`config.mk`:
```
export PLATFORM = sky130hd
export DESIGN_NAME = fifo_in_arb
export DESIGN_NICKNAME = d
export VERILOG_FILES = /design/src/rtl/fifo_in_arb.sv
export SDC_FILE = /design/constraint.sdc
export NUM_CORES = 1
export LEC_CHECK = 0
export ABC_CLOCK_PERIOD_IN_PS = 1510
export CORE_ASPECT_RATIO = 1.2
export CORE_MARGIN = 2
export CORE_UTILIZATION = 25
export DETAILED_ROUTE_END_ITERATION = 8
export GPL_ROUTABILITY_DRIVEN = 1
export PLACE_DENSITY = 0.6
export SLEW_MARGIN = 20
export SYNTH_ARGS = -nofsm -noshare
export SYNTH_HDL_FRONTEND = slang
export SYNTH_SLANG_ARGS = --single-unit
```
`constraint.sdc`:
```
create_clock -name clk -period 1.51 [get_ports clk]
set_input_delay 0.2265 -clock clk [delete_from_list [all_inputs] [get_ports clk]]
set_output_delay 0.2265 -clock clk [all_outputs]
set_load 0.01 [all_outputs]
```
`src/rtl/fifo_in_arb.sv`:
```
// Round-robin arbiter sharing one FIFO write port among NUM_REQ producers.
// Optional packet lock (grant held until req_last) enabled by defining FIFO_ARB_LOCK_EN.
module fifo_in_arb #(
  parameter int unsigned NUM_REQ    = 4,
  parameter int unsigned DATA_WIDTH = 8
) (
  input  logic                             clk,
  input  logic                             rst,
  input  logic [NUM_REQ*DATA_WIDTH-1:0]    req_data,
  input  logic [NUM_REQ-1:0]               req_vld,
  input  logic [NUM_REQ-1:0]               req_last,
  output logic [NUM_REQ-1:0]               req_rdy,
  output logic [DATA_WIDTH-1:0]            data_in,
  output logic                             data_in_vld,
  input  logic                             data_in_rdy,
  output logic [$clog2(NUM_REQ)-1:0]       grant_id,
  output logic                             busy
);

  localparam int unsigned ID_W = $clog2(NUM_REQ);

  logic [ID_W-1:0] rr_ptr;
  logic [ID_W-1:0] win;
  logic [ID_W-1:0] g;
  logic [ID_W-1:0] g_next;
  logic            space;
  logic            take;

  // First requester at or after rr_ptr, wrapping modulo NUM_REQ.
  always_comb begin
    logic found;
    int unsigned idx;
    win   = rr_ptr;
    found = 1'b0;
    for (int unsigned k = 0; k < NUM_REQ; k++) begin
      idx = (int'(rr_ptr) + k) % NUM_REQ;
      if (!found && req_vld[idx]) begin
        win   = ID_W'(idx);
        found = 1'b1;
      end
    end
  end

`ifdef FIFO_ARB_LOCK_EN
  localparam logic [0:0] ST_ARB    = 1'b0;
  localparam logic [0:0] ST_LOCKED = 1'b1;

  logic [0:0]      state;
  logic [ID_W-1:0] lock_id;

  assign g    = (state == ST_LOCKED) ? lock_id : win;
  assign busy = data_in_vld || (state == ST_LOCKED);
`else
  logic unused_last;

  assign unused_last = ^req_last;
  assign g           = win;
  assign busy        = data_in_vld;
`endif

  assign space  = !data_in_vld || data_in_rdy;
  assign take   = !rst && req_vld[g] && space;
  assign g_next = (g == ID_W'(NUM_REQ - 1)) ? '0 : g + 1'b1;

  always_comb begin
    req_rdy = '0;
    if (take) req_rdy[g] = 1'b1;
  end

  always_ff @(posedge clk) begin
    if (rst) begin
      data_in     <= '0;
      data_in_vld <= 1'b0;
      rr_ptr      <= '0;
      grant_id    <= '0;
`ifdef FIFO_ARB_LOCK_EN
      state       <= ST_ARB;
      lock_id     <= '0;
`endif
    end else begin
      if (take) begin
        data_in     <= req_data[g*DATA_WIDTH +: DATA_WIDTH];
        data_in_vld <= 1'b1;
      end else if (data_in_rdy) begin
        data_in_vld <= 1'b0;
      end

      if (req_vld[g]) grant_id <= g;

`ifdef FIFO_ARB_LOCK_EN
      // rr_ptr only advances once a packet completes.
      if (take) begin
        if (state == ST_ARB) begin
          if (req_last[g]) begin
            rr_ptr <= g_next;
          end else begin
            state   <= ST_LOCKED;
            lock_id <= g;
          end
        end else if (req_last[g]) begin
          state  <= ST_ARB;
          rr_ptr <= g_next;
        end
      end
`else
      if (take) rr_ptr <= g_next;
`endif
    end
  end

endmodule

```
==> metrics.txt, run 1 <==
die area around 4200 um2; H-tree depth 1; worst slew pin tran about 0.38 ns; Hold Crit Class reg -> reg; GPL Wtd Cong around 0.90; synth cell count leaders 18 x mux2i_1, 13 x dfxtp_1, 8 x nand3b_1, 8 x o221ai_1; final hold vios 0; EDFF count, synth 0; Core ar. between 3000 and 4000 um2; Tcrit/Tclk final 1.23; Worst VDD drop between 0.5 and 0.6 mV; Post-Route WL 3080 um; clock latency on the worst-skew pair 0.24 ns; Async S/R FF share, synth 0; CTS buffer count 3; final worst slack -0.352 ns; DR iter-0 viols 9; die height around 70 um; sequential share of the synthesized area 0.283; Lkg Pwr 0.788 nW; final setup vio count 14; failing checks setup timing; Mapped Avg Cell Area ~9.5 um2; Distinct cells, synth 32; max-cap violation count 0; pwr dens between 900 and 1000 nW/um2; initial antenna violation count 0; Post-Place Cells between 200 and 250; # fillers about 330; initial core utilization 0.257; GRT Total Usage 0.155; area leader, netlist dfxtp_1; ANT cells 0; fraction of layout cells with a size suffix above 1 0.431; final cell count without fillers between 200 and 250; Fmax ~0.54 GHz; grt ovf 0; Die X 59.3 um; outcome finished, violations left; root buf cell clkbuf_8; TritonCTS clock tree built; # rows 24; synth top area cells dfxtp_1 28%, mux2i_1 20%, o221ai_1 7.6%, nand3b_1 6.5%, ha_1 5.4%; crit-path max FO 4; crit path kind reg -> out; post-route ant nets 0; share of the synthesized area in the top cell type 0.283; synth warn 0; Hold-fix buffers, CTS 0; most common cell in the netlist mux2i_1; DR WL/cell between 10 and 15 um; Via density approximately 4.8; Worst-path clk slew around 0.060 ns; Syn Std Cell Area just over 900 um2; clock skew ~0.0023 ns; Sink Count 13; post-synthesis register bit count 13; Worst setup EP type output pin; largest net degree at the start of global routing 16; Post-Syn Instances between 90 and 100; Worst slew margin 0.746; min Tclk post-route about 1.9 ns; total power 0.00185 W; Port Buffers 54; vias in the first global route between 1000 and 1500; Area growth syn-to-layout 114%; DR vias 1060; first-pass GRT wire length roughly 5100 um; Final nets around 230; most common flop cell mapped by yosys dfxtp_1; syn_nets around 140; RSZ-0062 raised after global routing yes; DPL Wire Length about 2300 um; DRT Pass-1 Iters 2; CTS Buffer Depth 2; Setup crit start kind flip-flop; Data arrival, critical path roughly 1.6 ns; I/O pins 59; DRC 0; Pins Over Slew Limit 0; Worst Path Required between 1 and 1.5 ns
layout make-up:
class	count	area, um2	area share
Timing Repair Buffer	85	802	0.408
Multi-Input combinational cell	74	779	0.396
Sequential cell	13	265	0.135
Tap cell	39	48.8	0.0248
Clock buffer	4	45.0	0.0229
Inverter	5	26.3	0.0134
critical path: stages (launching register included):
cell	delay, ns
dfxtp_4	0.35
buf_4	0.13
a21boi_2	0.06
o21ai_2	0.16
nand3_2	0.15
buf_6	0.16
ha_4	0.14
and2_4	0.13
buf_6	0.11
registers in the layout, indices dropped and copies added (netlist names):
name	flops
busy	1
data_in	8
grant_id	2
rr_ptr	2
worst paths after layout:
kind                           from                  endpoint  slack [ns]  depth (start not counted)
max          rr_ptr[1]$_SDFFE_PP0P_                req_rdy[0]       -0.35                          8
max reg2reg  rr_ptr[1]$_SDFFE_PP0P_  grant_id[1]$_SDFFE_PP0P_       -0.18                         10
min          rr_ptr[0]$_SDFFE_PP0P_    rr_ptr[0]$_SDFFE_PP0P_        0.50                          2
min reg2reg  rr_ptr[0]$_SDFFE_PP0P_    rr_ptr[0]$_SDFFE_PP0P_        0.50                          2
repair_timing:
item / CTS / global route
endpoints found under the hold margin: 0 / 0
pin swaps: 8 / 11
setup endpoints to repair: 16 / 16
gates resized for setup: 60 / 7
setup buffers: 9 / 2
cells in the final DEF (no fill, tap or decap), drive strengths merged:
cell type and count:
mux2i 18, ha 4, o21bai 1, a31o 1, nor4 1, nand3b 8
a21boi 1, clkdlybuf4s50 46, dfxtp 13, inv 5, nand3 2, clkdlybuf4s15 1
o32ai 1, nor2b 4, buf 35, o221ai 8, nor3 1, o21ai 5
nor2 3, o31ai 2, and2b 1, clkbuf 4, dlygate4sd2 3, nand2 4
and2 4, a21oi 2, nand2b 1, or3 2
power by group:
group	total [W]	switching, W	internal (W)	leakage (nW)
Sequential	0.000465	0.0000443	0.000420	0.109
Combinational	0.00108	0.000453	0.000622	0.656
Clock	0.000312	0.000126	0.000186	0.0228
Total	0.00185	0.000623	0.00123	0.788
logic make-up after synthesis:
family                     after synthesis  share of synthesized area
DFF                                     13                      0.283
muxes                                   18                      0.196
and+or+nand+nor                         31                      0.215
adders and majority gates                4                     0.0545
AOI/OAI and AO/OA                       21                      0.178
buffers and inverters                   10                     0.0722
through the flow:
step | hold slack [ns] | area, um2 | util | TNS [ns] | setup slack, ns
2_1_floorplan | 0.443 | 972 | - | -0.468 | -0.0992
3_3_place_gp | 0.486 | 1690 | 0.472 | -10.0 | -0.933
3_5_place_dp | 0.492 | 1690 | 0.472 | -11.08 | -1.01
4_1_cts | 0.513 | 1940 | 0.543 | -1.67 | -0.358
5_1_grt | 0.511 | 1970 | 0.550 | -2.99 | -0.386
6_report | 0.497 | 1970 | 0.550 | -2.25 | -0.352
layer usage:
metal / routed length (um) / global-route usage / vias up
met3: 106 / 0.0185 / 4
met1: 1160 / 0.161 / 499
met2: 1750 / 0.297 / 30
met5: 0 / 0 / -
li1: - / - / 527
met4: 59 / 0.0631 / 0
No activity file was read; power rests on OpenSTA's default activity.
==> run 2, diff against run 1 <==
--- a/config.mk
+++ b/config.mk
@@ -8,10 +8,11 @@
 export ABC_CLOCK_PERIOD_IN_PS = 1510
 export CORE_ASPECT_RATIO = 1.2
 export CORE_MARGIN = 2
-export CORE_UTILIZATION = 25
+export CORE_UTILIZATION = 30
+export CTS_CLUSTER_SIZE = 16
 export DETAILED_ROUTE_END_ITERATION = 8
 export GPL_ROUTABILITY_DRIVEN = 1
-export PLACE_DENSITY = 0.6
+export PLACE_DENSITY = 0.7
 export SLEW_MARGIN = 20
 export SYNTH_ARGS = -nofsm -noshare
 export SYNTH_HDL_FRONTEND = slang
==> run 2 against run 1 <==
Clock power shrank 29%. Non-clock buffer count shrank 6. The run still ends with setup timing left. Largest cell class unchanged. Global-route usage grew 3.5 points. Combinational power shrank 5%.
==> metrics.txt, run 2 (synthesis results as in run 1) <==
fraction of layout cells with a size suffix above 1 0.371 (-0.0595); crit path kind reg -> out; most common cell after layout, fill and taps aside clkdlybuf4s50_1; Worst VDD drop 0.658 mV (+16%); Worst path slowest cell dfxtp_4; max-cap violation count 0 (unchanged); root buf cell clkbuf_4; Worst-path clk slew 0.08 ns (+0.02 ns); Worst slew margin 0.767 (+0.0204); Worst Path Required 1.28 ns (about the same); Pins Over Slew Limit 0 (unchanged); highest-count cells in the layout ignoring fill and taps 44 x clkdlybuf4s50_1, 19 x buf_4, 15 x mux2i_1; Core ar. 3000 um2 (-16%); outcome finished, violations left; GPL Wtd Cong 0.735 (-18%); worst path cell trace or3_4, o31ai_4, o21ai_4, buf_4, ha_4, and2_4, buf_6; biggest regs data_in (8), grant_id (2), rr_ptr (2); post-route ant nets 0 (unchanged); clock skew 0.00504 ns (+0.00269 ns); TritonCTS clock tree built; final worst slack -0.393 ns (-0.0410 ns); clock latency on the worst-skew pair 0.28 ns (+0.04 ns); die area 3520 um2 (-16%); WHS 0.439 ns (-0.0583 ns); final setup vio count 13 (-1); failing checks setup timing; max reg flops 8 (unchanged); total power 0.00171 W (-7.5%); pwr dens 909 nW/um2 (-3.5%); crit-path max FO 5 (+1); Fmax 0.525 GHz (-2.2%); largest net degree at the start of global routing 18 (+2); Die X 54.5 um (-8.1%); grt ovf 0 (unchanged); worst slew pin tran 0.347 ns (-0.0312 ns); Area growth syn-to-layout 105%; initial antenna violation count 0 (unchanged); DR iter-0 viols 17 (+8); vias in the first global route 1156 (-2.3%); final cell count without fillers 211 (-4.1%); Hold Crit Class in -> reg; Sink Count 13 (unchanged); ANT cells 0 (unchanged); setup_tns -2.31 ns (-0.0599 ns); I/O pins 59 (unchanged); initial core utilization 0.306 (+0.0491); DPL Wire Length 2190 um (-6.4%); Setup crit start kind flip-flop; CTS buffer count 3 (unchanged); final hold vios 0 (unchanged); DR WL/cell 14.1 um (+0.98%); die height 64.6 um (-8.2%); DRC 0 (unchanged); Worst setup EP type output pin; Port Buffers 54 (unchanged); GRT Total Usage 0.190 (+0.0345); CTS Buffer Depth 2 (unchanged); DRT Pass-1 Iters 4 (+2); Largest Register data_in; RSZ-0062 raised after global routing yes; pre-CTS WS -0.949 ns (+0.0585 ns); Data arrival, critical path 1.68 ns (+0.04 ns); H-tree depth 1 (unchanged); min Tclk post-route 1.90 ns (+0.0410 ns); Post-Route WL 2980 um (-3.2%); Post-Place Cells 199 (-4.3%); Via density 5.00 (+3.7%); crit-path max cell delay 0.36 ns (about the same); Tcrit/Tclk final 1.26 (+0.0271); Final nets 223 (-2.6%); first-pass GRT wire length 5000 um (-2.4%); Lkg Pwr 0.776 nW (-1.6%); # rows 22 (-8.3%); DR vias 1054 (-0.57%)
## run 2: through the flow
step / utilization / area [um2]
2_1_floorplan: - / 972
3_3_place_gp: 0.550 / 1650
3_5_place_dp: 0.550 / 1650
4_1_cts: 0.606 / 1820
5_1_grt: 0.628 / 1890
6_report: 0.628 / 1890
## run 2: power breakdown
group | internal, W | total [W] | switching, W
Sequential | 0.000419 | 0.000463 | 0.0000439
Combinational | 0.000605 | 0.00103 | 0.000427
Clock | 0.000102 | 0.000220 | 0.000117
Total | 0.00113 | 0.00171 | 0.000588
## run 2: worst paths after layout
check / end / startpoint / depth (start not counted) / slack, ns
setup / recovery: req_rdy[2] / rr_ptr[1]$_SDFFE_PP0P_ / 7 / -0.39
setup reg to reg: data_in[4]$_SDFFE_PP0P_ / rr_ptr[1]$_SDFFE_PP0P_ / 7 / -0.10
hold / removal: grant_id[1]$_SDFFE_PP0P_ / req_vld[2] / 3 / 0.44
hold reg to reg: grant_id[0]$_SDFFE_PP0P_ / grant_id[0]$_SDFFE_PP0P_ / 2 / 0.50
## run 2: final cells by class
type                    count  area [um2]
inverters                   5        26.3
fillers                   252        1110
multi-input cells          74         754
flip-flops and latches     13         264
well taps                  36        45.0
clock buffers               4        26.3
repair buffers             79         769
## run 2: repair_timing
| action | 4_1_cts | 5_1_grt |
|---|---|---|
| resized for setup | 42 | 19 |
| pin swaps | 10 | 2 |
| setup buffers | 8 | 1 |
| hold buffers | 0 | 0 |
| endpoints found under the setup margin | 16 | 17 |
## run 2: per-layer routing
metal | up-vias | part of all wire | GRT usage
li1 | 516 | - | -
met1 | 492 | 0.39 | 0.220
met2 | 40 | 0.53 | 0.321
met3 | 6 | 0.060 | 0.0369
met4 | 0 | 0.017 | 0.0906
met5 | - | 0 | 0
## run 2: worst max-delay path, delay by kind of cell, from the launching register on
| family | cells | cell delay [ns] |
|---|---|---|
| compound gates | 2 | 0.17 |
| fa+ha+maj | 1 | 0.15 |
| buf+inv | 2 | 0.26 |
| flops | 1 | 0.36 |
| simple gates | 2 | 0.47 |
==> run 3, diff against run 2 <==
--- a/config.mk
+++ b/config.mk
@@ -9,10 +9,10 @@
 export CORE_ASPECT_RATIO = 1.2
 export CORE_MARGIN = 2
 export CORE_UTILIZATION = 30
-export CTS_CLUSTER_SIZE = 16
 export DETAILED_ROUTE_END_ITERATION = 8
 export GPL_ROUTABILITY_DRIVEN = 1
 export PLACE_DENSITY = 0.7
+export SETUP_SLACK_MARGIN = 0.15
 export SLEW_MARGIN = 20
 export SYNTH_ARGS = -nofsm -noshare
 export SYNTH_HDL_FRONTEND = slang
==> run 3 against run 2 <==
The flow still finishes with violations (setup timing). Register-to-register slack worse by 0.11 ns. Maximum frequency is 1.1% lower. Total power is 1.5% higher. Non-clock buffer count is 1 higher. Final area is 2.4% higher. Via count is 1.8% higher. Wire length is 9.8% higher. Worst hold slack better by 0.057 ns. Die area stayed put. Sequential cell count stayed put. Critical path depth stayed put. Largest power group unchanged.
==> metrics.txt, run 3 (synthesis results as in run 1) <==
Hold Path End grant_id[1]$_SDFFE_PP0P_; crit path kind reg -> out; crit-path max cell delay 0.39 ns (+0.03 ns); first-pass GRT wire length 4820 um (-3.6%); die height 64.6 um (unchanged); Buf+Inv Stages, Crit Path 2 (unchanged); r2r endpoint data_in[3]$_SDFFE_PP0P_; Data arrival, critical path 1.70 ns (+0.02 ns); clock skew 0.00680 ns (+0.00177 ns); DPL Wire Length 2320 um (+6.0%); max-cap violation count 0 (unchanged); final worst slack -0.415 ns (-0.0220 ns); I/O pins 59 (unchanged); final setup vio count 14 (+1); GPL Wtd Cong 0.734 (-0.18%); TritonCTS clock tree built; CTS Buffer Depth 2 (unchanged); biggest regs data_in (8), grant_id (2), rr_ptr (2); pre-CTS WS -1.04 ns (-0.0909 ns); CTS buffer count 3 (unchanged); H-tree depth 1 (unchanged); DRT Pass-1 Iters 4 (unchanged); root buf cell clkbuf_4; initial core utilization 0.306 (unchanged); RSZ-0062 raised after global routing yes; placed cell areas 1660 um2 (+0.30%); post-route cell area 1930 um2 (+2.4%); failing checks setup timing; Lkg Pwr 0.811 nW (+4.6%); GRT Total Usage 0.186 (-0.00385); Hold Crit Class reg -> reg; Pins Over Slew Limit 0 (unchanged); Sink Count 13 (unchanged); Worst Path Required 1.28 ns (about the same); outcome finished, violations left; grt ovf 0 (unchanged); min Tclk post-route 1.93 ns (+0.0220 ns); setup_tns -3.43 ns (-1.12 ns); Largest delay share family, worst path simple AND/OR/NAND/NOR gates; Worst-path clk slew 0.08 ns (about the same); largest net degree at the start of global routing 17 (-1); worst r2r path cells 9 (+2); total power 0.00174 W (+1.5%); Worst setup EP type output pin; Port Buffers 54 (unchanged); hold wc startpoint grant_id[1]$_SDFFE_PP0P_; die area 3520 um2 (unchanged); Fmax 0.519 GHz (-1.1%); Worst path slowest cell dfxtp_4; Setup crit start kind flip-flop; Core ar. 3000 um2 (unchanged); DRC 0 (unchanged); clock latency on the worst-skew pair 0.28 ns (about the same); Worst slew margin 0.741 (-0.0262); DR iter-0 viols 12 (-5); Worst VDD drop 0.899 mV (+37%); Area growth syn-to-layout 110%; DR vias 1073 (+1.8%); crit-path max FO 6 (+1); final hold vios 0 (unchanged); FF-to-FF Start rr_ptr[1]$_SDFFE_PP0P_; Die X 54.5 um (unchanged); most common cell after layout, fill and taps aside clkdlybuf4s50_1; ANT cells 0 (unchanged); CP dominant cell by count buf_6; initial antenna violation count 0 (unchanged); pwr dens 901 nW/um2 (-0.90%); final core utilization 0.643 (+0.0150); worst path cell trace and2b_1, o21bai_2, nand3_2, buf_6, ha_4, and2_4, buf_6; # rows 22 (unchanged); post-route ant nets 0 (unchanged); # fillers 263 (+4.4%); fraction of layout cells with a size suffix above 1 0.390 (+0.0184); Hold-fix buffers, CTS 0 (unchanged); DR WL/cell 15.4 um (+8.7%); Tcrit/Tclk final 1.27 (+0.0146); Via density 5.04 (+0.85%); Post-Route WL 3270 um (+9.8%); worst slew pin tran 0.388 ns (+0.0411 ns); vias in the first global route 1122 (-2.9%); highest-count cells in the layout ignoring fill and taps 34 x clkdlybuf4s50_1, 17 x buf_4, 15 x dlygate4sd2_1; hold path depth 2 (-1); Largest Register data_in; Final nets 225 (+0.90%); setup slack, reg-to-reg -0.21 ns (-0.11 ns); max reg flops 8 (unchanged)
run 3: changes by cell type in the layout (fill, tap and decap cells not counted), sizes merged:
cell	change
clkbuf	-1
clkdlybuf4s50	-10
dlygate4sd2	+14
dlymetal6s2s	-2
or3	+1
run 3: how the worst max path moves through the flow:
stage | from | to | slack [ns] | cells past startpoint
2_1_floorplan | rr_ptr[1]$_SDFFE_PP0P_ | req_rdy[0] | -0.1 | 8
3_3_place_gp | req_vld[3] | req_rdy[2] | -0.96 | 7
3_5_place_dp | req_vld[3] | req_rdy[2] | -1.04 | 7
4_1_cts | rr_ptr[1]$_SDFFE_PP0P_ | req_rdy[2] | -0.48 | 7
5_1_grt | rr_ptr[1]$_SDFFE_PP0P_ | req_rdy[0] | -0.48 | 7
6_report | rr_ptr[1]$_SDFFE_PP0P_ | req_rdy[2] | -0.42 | 7
run 3: metal layers:
| layer | routed length [um] | global-route usage | vias up |
|---|---|---|---|
| met4 | 27 | 0.0625 | 0 |
| met3 | 169 | 0.0369 | 4 |
| met5 | 0 | 0 | - |
| li1 | - | - | 521 |
| met2 | 1840 | 0.354 | 40 |
| met1 | 1230 | 0.190 | 508 |
run 3: timing repair:
action / 4_1_cts / 5_1_grt
buffers inserted: 4 / 4
pin swaps: 10 / 7
setup endpoints to repair: 29 / 16
hold endpoints to repair: 0 / 0
resized for setup: 61 / 14
gates cloned: 1 / 1
run 3: where the power goes:
| group | total (W) | leakage (nW) | internal (W) | switching [W] |
|---|---|---|---|---|
| clock | 0.000215 | 0.0150 | 0.000102 | 0.000112 |
| combinational | 0.00106 | 0.688 | 0.000606 | 0.000451 |
| sequential | 0.000468 | 0.109 | 0.000419 | 0.0000484 |
run 3: metrics by stage:
stage	instances	hold slack, ns
floorplan	97	0.426
global placement	199	0.485
detailed placement	199	0.490
CTS	208	0.506
global route	213	0.528
finish	213	0.496
run 3: worst reg2reg max path: cells and delay by family, from the launching register on:
kind	cells	cell delay, ns
flip-flops	1	0.39
buffers and inverters	4	0.54
AND/OR/NAND/NOR	3	0.40
AO/OA/AOI/OAI	2	0.27
run 3: layout make-up:
type / count / area, um2 / share of cell area
repair buffers: 80 / 790 / 0.409
multi-input cells: 75 / 777 / 0.402
clock buffers: 4 / 26.3 / 0.0136
flip-flops and latches: 13 / 264 / 0.137
well taps: 36 / 45.0 / 0.0233
inverters: 5 / 28.8 / 0.0149
==> edit (config.mk and constraints of run 2) <==
Make the reset (`rst`) asynchronous in one clocked block.
--- a/src/rtl/fifo_in_arb.sv
+++ b/src/rtl/fifo_in_arb.sv
@@ -67,7 +67,7 @@
     if (take) req_rdy[g] = 1'b1;
   end
 
-  always_ff @(posedge clk) begin
+  always_ff @(posedge clk or posedge rst) begin
     if (rst) begin
       data_in     <= '0;
       data_in_vld <= 1'b0;
Behaviour: differs if rst is asserted again (counterexample within 4 cycles, from zero or initial values and one cycle with rst high); with rst held inactive, the same outputs for 10 cycles.
==> edit against run 2 <==
  * The flow still finishes with violations (negative setup slack)
  * Final cell count up 22%
  * Synthesized area up 27%
  * Cell area up 29%
  * Hold slack worse by 0.026 ns
  * Routed wire length up 58%
  * Combinational power up 140%
  * Power up 97%
  * Sequential cell count unchanged
  * Setup slack worse by 0.19 ns
  * Highest routed layer unchanged
==> edit: results (changes against run 2) <==
Global routing
  – Number of global-route vias before repair: 1,408 (+22%)
  – M2 GR Usage: 0.4134 (+0.09260)
  – First-pass GRT wire length: 6941 um (+39%)
  – Total GRT Usage: 0.2117 (+0.02188)
  – Met1 usage: 0.2115 (-0.008653)
  – M3 GR Usage: 0.03565 (-0.001216)
  – Pin count of the biggest net entering global routing: 12 (-6)

Timing
  – Setup ws final: -0.5842 ns (-0.1910 ns)
  – Worst slew pin tran: 0.3551 ns (+0.007995 ns)
  – Clk_skew: 0.003624 ns (-0.001412 ns)
  – Setup_tns: -7.266 ns (-4.956 ns)
  – Setup violators final: 16 (+3)

Synth
  – Yosys cell types: 38 (+19%)
  – Synth async-reset ratio: 1.000 (+1.000)
  – Synth Area in Adders: 0.04306 (-0.01144)
  – Syn Nets: 162 (+13%)
  – Mux share of post-synthesis cell area: 0.01722 (-0.1790)
  – Main synth FF type: dfrtp_1
  – Most area-consuming cells after synthesis: dfrtp_1 (28%), a2111oi_2 (10%), a211oi_2 (7.5%)
  – Synth top cells by count: a21oi_1 (16), dfrtp_1 (13), nor2_1 (10)
  – XOR/XNOR share of the synthesized area: 0 (unchanged)
  – Sequential-to-total area share from yosys stat: 0.2799 (-0.003508)
  – Synth Instances: 115 (+19%)

Power
  – Cell Pwr Density: 1386 nW/um^2 (+53%)
  – Leakage: 0.9135 nW (+18%)
  – NetSw: 0.001380 W (+130%)
  – Peak supply drop: 0.0007175 V (+9.0%)
  – Seq pwr share: 0.181 (-0.089)
  – Comb power: 0.00245 W (+140%)

Route
  – Drt first pass iters: 4 (unchanged)
  – Met3 WL: 210 um (+18%)
  – Average vias per placed instance: 5.148 (+3.1%)
  – Total number of vias: 1,323 (+26%)
  – Final wirelength: 4716 um (+58%)
  – Met1 wire length: 1708 um (+47%)
  – Met2 wire length: 2667 um (+68%)

Placement
  – Placer Congestion: 0.8917 (+21%)
  – Area after DPL: 1949 um^2 (+18%)
  – Inst Count DP: 237 (+19%)
  – Post-DP HPWL: 2927 um (+34%)

CTS
  – CTS clk-pin slew, worst paths: 0.05 ns (-0.03 ns)
  – Skew-Pair Late Insertion Delay: 0.24 ns (-0.04 ns)
  – Root buf cell: clkbuf_8

Layout
  – Fraction of layout cells with a size suffix above 1: 0.5073 (+0.1359)
  – Nets: 253 (+13%)
  – Top Registers: data_in: 8 flops, grant_id: 2 flops, rr_ptr: 2 flops
  – Fillers: 288 (+14%)

Worst setup path
  – Reg2Reg Depth: 9 (+2)
  – Arrival @ worst endpoint: 1.87 ns (+0.19 ns)
  – R2R Path End: data_in[1]$_DFFE_PP0P_
  – Reg-to-reg slack, setup: -0.53 ns (-0.43 ns)
  – CP max stage cell: dfrtp_2
  – Reg-to-Reg Start: rr_ptr[0]$_DFFE_PP0P_
  – CP Capture Point: req_rdy[3]
  – CP max stage delay: 0.39 ns (+0.03 ns)
  – Worst Setup SP: rr_ptr[1]$_DFFE_PP0P_

Outcome
  – Failing checks: negative setup slack
  – Status: finished, violations left

Hold path
  – Min-delay worst type: input port to async pin
[edit: cell types whose count changed in the layout (fill, tap and decap cells not counted), moves of 8 or more]
cell,run 2,this run
dfrtp_1,0,12
buf_4,19,28
mux2i_1,15,2
and4_1,0,8
a21oi_1,1,9
nand3b_1,8,0
a2111oi_4,0,9
dfxtp_1,12,0
[edit: what timing repair did]
item | CTS | global route
pin swaps | 16 | 12
setup buffers | 10 | 5
setup endpoints to repair | 16 | 16
gates resized for setup | 67 | 22
endpoints found under the hold margin | 0 | 0
gates cloned | 2 | 0
[edit: worst min-delay path, stage by stage]
cell and delay (ns):
clkdlybuf4s50_1 0.44, buf_4 0.15, inv_1 0.23
[edit: area by class of cell]
type,count,area share
multi-input combinational,90,0.4192
clock buffer,4,0.01852
tap,52,0.02675
inverter,4,0.01337
timing repair buffer,94,0.3879
sequential,13,0.1343
